`src/rtl/mem_wb_stage_if.sv`:
```
// rtl/mem_wb_stage_if.sv - MEM->WB stage stream bundle
//
// Purpose: groups the MEM-side input stream and WB-side output stream of the
// MEM/WB elastic stage into one bundle.
// Ports (signals):
//   in_valid/in_ready         MEM-side handshake
//   in_reg_write, in_mem_to_reg, in_read_data, in_result, in_write_reg, in_pc
//                             MEM-side payload
//   out_valid/out_ready       WB-side handshake
//   out_reg_write, out_write_reg, out_wb_data, out_pc
//                             WB-side payload
// Modports: master = producer/consumer environment, slave = the stage itself.
interface mem_wb_stage_if #(
  parameter int DATA_W = 32,
  parameter int REG_AW = 5,
  parameter int PC_W   = 32
);
  logic              in_valid;
  logic              in_ready;
  logic              in_reg_write;
  logic              in_mem_to_reg;
  logic [DATA_W-1:0] in_read_data;
  logic [DATA_W-1:0] in_result;
  logic [REG_AW-1:0] in_write_reg;
  logic [PC_W-1:0]   in_pc;

  logic              out_valid;
  logic              out_ready;
  logic              out_reg_write;
  logic [REG_AW-1:0] out_write_reg;
  logic [DATA_W-1:0] out_wb_data;
  logic [PC_W-1:0]   out_pc;

  modport master (
    output in_valid, in_reg_write, in_mem_to_reg, in_read_data, in_result,
           in_write_reg, in_pc, out_ready,
    input  in_ready, out_valid, out_reg_write, out_write_reg, out_wb_data, out_pc
  );

  modport slave (
    input  in_valid, in_reg_write, in_mem_to_reg, in_read_data, in_result,
           in_write_reg, in_pc, out_ready,
    output in_ready, out_valid, out_reg_write, out_write_reg, out_wb_data, out_pc
  );
endinterface

```
`src/rtl/mem_wb_stage.sv`:
```
// rtl/mem_wb_stage.sv - elastic MEM->WB pipeline stage with two-entry skid buffer
//
// Purpose: holds up to two in-flight instructions between the data-memory
// stage and the register-file write port, with back-pressure, flush and a
// pre-selected write-back value.
// Ports:
//   clk           clock, rising edge
//   rst           asynchronous active-low reset
//   flush         synchronous flush of all held entries
//   bus           mem_wb_stage_if.slave stream bundle (input and output streams)
//   retire_count  count of completed output handshakes (wraps)
module mem_wb_stage #(
  parameter int DATA_W           = 32,
  parameter int REG_AW           = 5,
  parameter int PC_W             = 32,
  parameter bit ZERO_REG_DISCARD = 1'b1
) (
  input  logic                 clk,
  input  logic                 rst,
  input  logic                 flush,
  mem_wb_stage_if.slave        bus,
  output logic [31:0]          retire_count
);

  typedef enum logic [1:0] {
    EMPTY = 2'd0,
    ONE   = 2'd1,
    TWO   = 2'd2
  } state_t;

  typedef struct packed {
    logic              reg_write;
    logic              mem_to_reg;
    logic [DATA_W-1:0] read_data;
    logic [DATA_W-1:0] result;
    logic [REG_AW-1:0] write_reg;
    logic [PC_W-1:0]   pc;
  } entry_t;

  state_t      state_q, state_d;
  entry_t      h_q, h_d;
  entry_t      s_q, s_d;
  entry_t      in_entry;
  logic [31:0] retire_count_q, retire_count_d;

  logic h_valid;
  logic s_valid;
  logic accept;
  logic consume;

  // Valid bits are encoded in the state: H is valid in ONE/TWO, S only in TWO.
  assign h_valid = (state_q != EMPTY);
  assign s_valid = (state_q == TWO);

  // in_ready decodes registered state only, so there is no path from out_ready.
  assign bus.in_ready  = !s_valid;
  assign bus.out_valid = h_valid;

  assign accept  = bus.in_valid && bus.in_ready;
  assign consume = h_valid && bus.out_ready;

  assign in_entry = '{
    reg_write:  bus.in_reg_write,
    mem_to_reg: bus.in_mem_to_reg,
    read_data:  bus.in_read_data,
    result:     bus.in_result,
    write_reg:  bus.in_write_reg,
    pc:         bus.in_pc
  };

  always_comb begin
    state_d = state_q;
    h_d     = h_q;
    s_d     = s_q;
    unique case (state_q)
      EMPTY: begin
        if (accept) begin
          h_d     = in_entry;
          state_d = ONE;
        end
      end
      ONE: begin
        if (accept && consume) begin
          // Head leaves while the new entry takes its place.
          h_d = in_entry;
        end else if (accept) begin
          s_d     = in_entry;
          state_d = TWO;
        end else if (consume) begin
          state_d = EMPTY;
        end
      end
      TWO: begin
        if (consume) begin
          h_d     = s_q;
          state_d = ONE;
        end
      end
      default: state_d = EMPTY;
    endcase
    // Flush wins over any load; payload is left untouched, only validity drops.
    if (flush) begin
      state_d = EMPTY;
      h_d     = h_q;
      s_d     = s_q;
    end
  end

  // A handshake completing on the flush edge still retires.
  assign retire_count_d = consume ? retire_count_q + 32'd1 : retire_count_q;

  always_ff @(posedge clk or negedge rst) begin
    if (!rst) begin
      state_q        <= EMPTY;
      h_q            <= '0;
      s_q            <= '0;
      retire_count_q <= '0;
    end else begin
      state_q        <= state_d;
      h_q            <= h_d;
      s_q            <= s_d;
      retire_count_q <= retire_count_d;
    end
  end

  assign bus.out_reg_write = h_valid && h_q.reg_write &&
                             !(ZERO_REG_DISCARD && (h_q.write_reg == '0));
  assign bus.out_write_reg = h_q.write_reg;
  assign bus.out_wb_data   = h_q.mem_to_reg ? h_q.read_data : h_q.result;
  assign bus.out_pc        = h_q.pc;
  assign retire_count      = retire_count_q;

endmodule

```
`src/flat_wrapper.sv`:
```
// flat-port wrapper written by rule: the top's interface ports become plain ports
module mem_wb_stage_flat 
#(
  parameter int DATA_W           = 32,
  parameter int REG_AW           = 5,
  parameter int PC_W             = 32,
  parameter bit ZERO_REG_DISCARD = 1'b1
)
  (clk, rst, flush, retire_count, bus_in_valid, bus_in_reg_write, bus_in_mem_to_reg, bus_in_read_data, bus_in_result, bus_in_write_reg, bus_in_pc, bus_out_ready, bus_in_ready, bus_out_valid, bus_out_reg_write, bus_out_write_reg, bus_out_wb_data, bus_out_pc);
  mem_wb_stage_if #(.DATA_W(DATA_W), .REG_AW(REG_AW), .PC_W(PC_W)) bus_i ();
  input  logic clk;
  input  logic rst;
  input  logic flush;
  output logic [31:0] retire_count;
  input wire logic [$bits(bus_i.in_valid)-1:0] bus_in_valid;
  input wire logic [$bits(bus_i.in_reg_write)-1:0] bus_in_reg_write;
  input wire logic [$bits(bus_i.in_mem_to_reg)-1:0] bus_in_mem_to_reg;
  input wire logic [$bits(bus_i.in_read_data)-1:0] bus_in_read_data;
  input wire logic [$bits(bus_i.in_result)-1:0] bus_in_result;
  input wire logic [$bits(bus_i.in_write_reg)-1:0] bus_in_write_reg;
  input wire logic [$bits(bus_i.in_pc)-1:0] bus_in_pc;
  input wire logic [$bits(bus_i.out_ready)-1:0] bus_out_ready;
  output wire logic [$bits(bus_i.in_ready)-1:0] bus_in_ready;
  output wire logic [$bits(bus_i.out_valid)-1:0] bus_out_valid;
  output wire logic [$bits(bus_i.out_reg_write)-1:0] bus_out_reg_write;
  output wire logic [$bits(bus_i.out_write_reg)-1:0] bus_out_write_reg;
  output wire logic [$bits(bus_i.out_wb_data)-1:0] bus_out_wb_data;
  output wire logic [$bits(bus_i.out_pc)-1:0] bus_out_pc;
  assign bus_i.in_valid = bus_in_valid;
  assign bus_i.in_reg_write = bus_in_reg_write;
  assign bus_i.in_mem_to_reg = bus_in_mem_to_reg;
  assign bus_i.in_read_data = bus_in_read_data;
  assign bus_i.in_result = bus_in_result;
  assign bus_i.in_write_reg = bus_in_write_reg;
  assign bus_i.in_pc = bus_in_pc;
  assign bus_i.out_ready = bus_out_ready;
  assign bus_in_ready = bus_i.in_ready;
  assign bus_out_valid = bus_i.out_valid;
  assign bus_out_reg_write = bus_i.out_reg_write;
  assign bus_out_write_reg = bus_i.out_write_reg;
  assign bus_out_wb_data = bus_i.out_wb_data;
  assign bus_out_pc = bus_i.out_pc;
  mem_wb_stage #(.DATA_W(DATA_W), .REG_AW(REG_AW), .PC_W(PC_W), .ZERO_REG_DISCARD(ZERO_REG_DISCARD)) u_core (.clk(clk), .rst(rst), .flush(flush), .bus(bus_i), .retire_count(retire_count));
endmodule
```
`config.mk`:
```
export PLATFORM = sky130hd
export DESIGN_NAME = mem_wb_stage_flat
export DESIGN_NICKNAME = d
export VERILOG_FILES = /design/src/rtl/mem_wb_stage_if.sv /design/src/rtl/mem_wb_stage.sv /design/src/flat_wrapper.sv
export SDC_FILE = /design/constraint.sdc
export NUM_CORES = 1
export LEC_CHECK = 0
export ABC_AREA = 0
export ABC_CLOCK_PERIOD_IN_PS = 4200
export BUFFER_PORTS_ARGS = -buffer_cell sky130_fd_sc_hd__buf_2
export CORE_ASPECT_RATIO = 0.9
export CORE_MARGIN = 2
export CORE_UTILIZATION = 55
export DETAILED_ROUTE_END_ITERATION = 8
export GPL_TIMING_DRIVEN = 0
export PLACE_DENSITY = 0.79
export SETUP_SLACK_MARGIN = 0.4
export SLEW_MARGIN = 15
export SYNTH_ARGS = -nofsm -noshare
export SYNTH_HDL_FRONTEND = slang
export SYNTH_SLANG_ARGS = --single-unit
```
`constraint.sdc`:
```
create_clock -name clk -period 4.2 [get_ports clk]
set_input_delay 0.84 -clock clk [delete_from_list [all_inputs] [get_ports clk]]
set_output_delay 0.84 -clock clk [all_outputs]
set_load 0.02 [all_outputs]
```
==> flow_summary.json <==
{
  "pre_cts_slack_ps": 1610,
  "holdCritPathClass": "in2async",
  "synth_edf_count": 0,
  "fin_nets": 1126,
  "yosysWarningCount": 0,
  "crit_required_ps": 3360,
  "cts-root-buf": "clkbuf_16",
  "maxCapViolCount": 0,
  "yosys-top-cells-area": "dfrtp_1 53%, mux2_2 28%, mux2_4 6.3%, buf_4 2.8%, xnor2_1 1.5%",
  "synth_ff_type": "dfrtp_1",
  "synthToLayoutAreaGrowth_pct": 20.5,
  "antenna_found_initial": 3,
  "drt-initial-drc-count": 304,
  "io_buffers": 210,
  "drc_errors": 0,
  "ir_drop_v": 0.000426,
  "cp_slowest_stage_delay_ps": 560,
  "setup_violations": 0,
  "worstSetupPathType": "reg2out",
  "reg_top3": "u_core.s_q x103, u_core.h_q x66",
  "ff_latch_area_mm2": 0.00601,
  "yosysMostFrequentCell": "mux2_2",
  "r2r_cells": 5,
  "viasPerCell": 5.33,
  "rows": 49,
  "synthTopCellsByCount": "287 x mux2_2, 240 x dfrtp_1, 48 x mux2_4",
  "routed-via-count": 6896,
  "synthCells": 777,
  "end_kind": "primary output",
  "syn_area_mm2": 0.0114,
  "drtPass1Iterations": 4,
  "finalPower_mw": 7.00,
  "netlist-cell-type-count": 37,
  "async_reset_ff_frac": 1.00,
  "synthesis.nets": 886,
  "track_usage": 0.215,
  "fillers": 1456,
  "fin_ws_ps": 1100,
  "synth_top_area_frac": 0.527,
  "post_drt_wl_per_cell_um": 18.3,
  "timing.rr.start": "u_core.state_q[1]",
  "largest_register_ffs": 103,
  "hold_violations": 0,
  "cts_buffers": 26,
  "tightestPinTransition_ps": 659,
  "place_area_mm2": 0.0128,
  "routed_wl_mm": 23.6,
  "io_pins": 212,
  "cpMaxStageDelayCell": "clkbuf_1",
  "max_freq_ghz": 0.322,
  "r2r_slack_ps": 2230,
  "cts.clk_slew.worst_paths_ps": 60,
  "multi_input_area_mm2": 0.00482,
  "dieArea_mm2": 0.0219,
  "outcome": "finished clean",
  "leakagePower_nw": 6.50,
  "cts_tree": "built",
  "place_hpwl_mm": 17.0,
  "r2r-end": "u_core.s_q[38]",
  "grt_overflow_total": 0,
  "path_cells": "clkbuf_1, clkbuf_1, mux2_2, buf_2",
  "largest_register": "u_core.s_q",
  "cts_hold_buf": 0,
  "cp.arrival_ps": 2260,
  "stdcell_area_mm2": 0.0137,
  "yosys.area.top_type": "dfrtp_1",
  "grt_pass1_vias": 7077,
  "critPathLaunchType": "flop",
  "fin_crit_ps": 3100,
  "core_area_mm2": 0.0202,
  "seq_area_frac_synth": 0.527,
  "cp_common_cell": "clkbuf_1",
  "clock_path_buffers": 3,
  "die_h_um": 141,
  "grt_max_degree": 97,
  "grt_pass1_wl_mm": 37.3,
  "relSlewSlack": 0.560,
  "gp_congestion": 0.844,
  "p_per_area_mw_per_mm2": 509,
  "drive_gt1_frac": 0.644,
  "holdWs_ps": 318,
  "postSynthAreaPerCell_um2": 14.7,
  "finalMaxSlewViolations": 0,
  "rsz0062_at_grt": "no",
  "initial_utilization": 0.565,
  "ctsResizeCount": 0,
  "cts_setup_buffers": 0,
  "htreeDepth": 1,
  "fin_util": 0.681,
  "post-route-period-util": 0.739,
  "clk_latency_ps": 510,
  "ys_ff_latch": 240,
  "fp.dieW_um": 156,
  "crit_fanout": 10,
  "clkSinkCount": 240,
  "ant_nets": 0,
  "fin_skew_ps": 10.8
}
==> metal layers <==
metal,part of all wire,track usage
met5,0,0
met4,0.019,0.0464
met3,0.051,0.0464
met2,0.48,0.356
met1,0.45,0.294
==> per-stage QoR <==
| step | setup TNS [ps] | std cells |
|---|---|---|
| floorplan | 0 | 777 |
| global placement | -497030 | 1242 |
| detailed placement | 0 | 1244 |
| CTS | 0 | 1292 |
| global route | 0 | 1293 |
| finish | 0 | 1293 |
==> where the power goes <==
group / switching, mW / total [mW] / internal [mW]
clock: 0.924 / 2.38 / 1.45
sequential: 0.267 / 3.09 / 2.82
combinational: 0.703 / 1.54 / 0.836
total: 1.89 / 7.00 / 5.11
==> area by class of cell <==
cell class / instances / share of cell area
Sequential cell: 240 / 0.437
Timing Repair Buffer: 212 / 0.0812
Antenna cell: 1 / 0.000182
Clock inverter: 10 / 0.00992
Buffer: 81 / 0.0415
Tap cell: 255 / 0.0232
Inverter: 2 / 0.000546
Clock buffer: 38 / 0.0558
Multi-Input combinational cell: 454 / 0.351
==> kinds of logic after synthesis <==
group,share of synthesized area
mux,0.354
flops,0.527
buf+inv,0.0507
simple gates,0.0387
xor+xnor,0.0238
compound gates,0.00439
fa+ha+maj,0.00110
==> placed cells by master, fill, tap and decap left out, drive strengths merged, types with 5 or more instances in the layout <==
cell type / instances
dfrtp: 240
nand4: 13
xnor2: 19
mux2: 342
nor2: 5
nand3: 9
buf: 284
nor3: 7
nand2: 11
xor2: 12
and4: 9
and2: 6
clkbuf: 47
==> worst max path at each step <==
stage                          from               endpoint  slack (ps)  cells after the start
floorplan             bus_out_ready  u_core.bus.out_pc[10]        2030                      7
global placement                rst  u_core.bus.out_pc[26]       -2100                      1
detailed placement  u_core.h_q[101]     bus_out_wb_data[7]        1610                      4
CTS                 u_core.h_q[101]     bus_out_wb_data[7]        1030                      4
global route        u_core.h_q[101]     bus_out_wb_data[7]         930                      4
finish              u_core.h_q[101]     bus_out_wb_data[7]        1100                      4
==> worst max-delay path, delay by kind of cell (launching register included) <==
family / cells / cell delay, ps
buffers and inverters: 3 / 1000
flip-flops: 1 / 320
multiplexers: 1 / 430
Power figures use the tool's default switching activity.
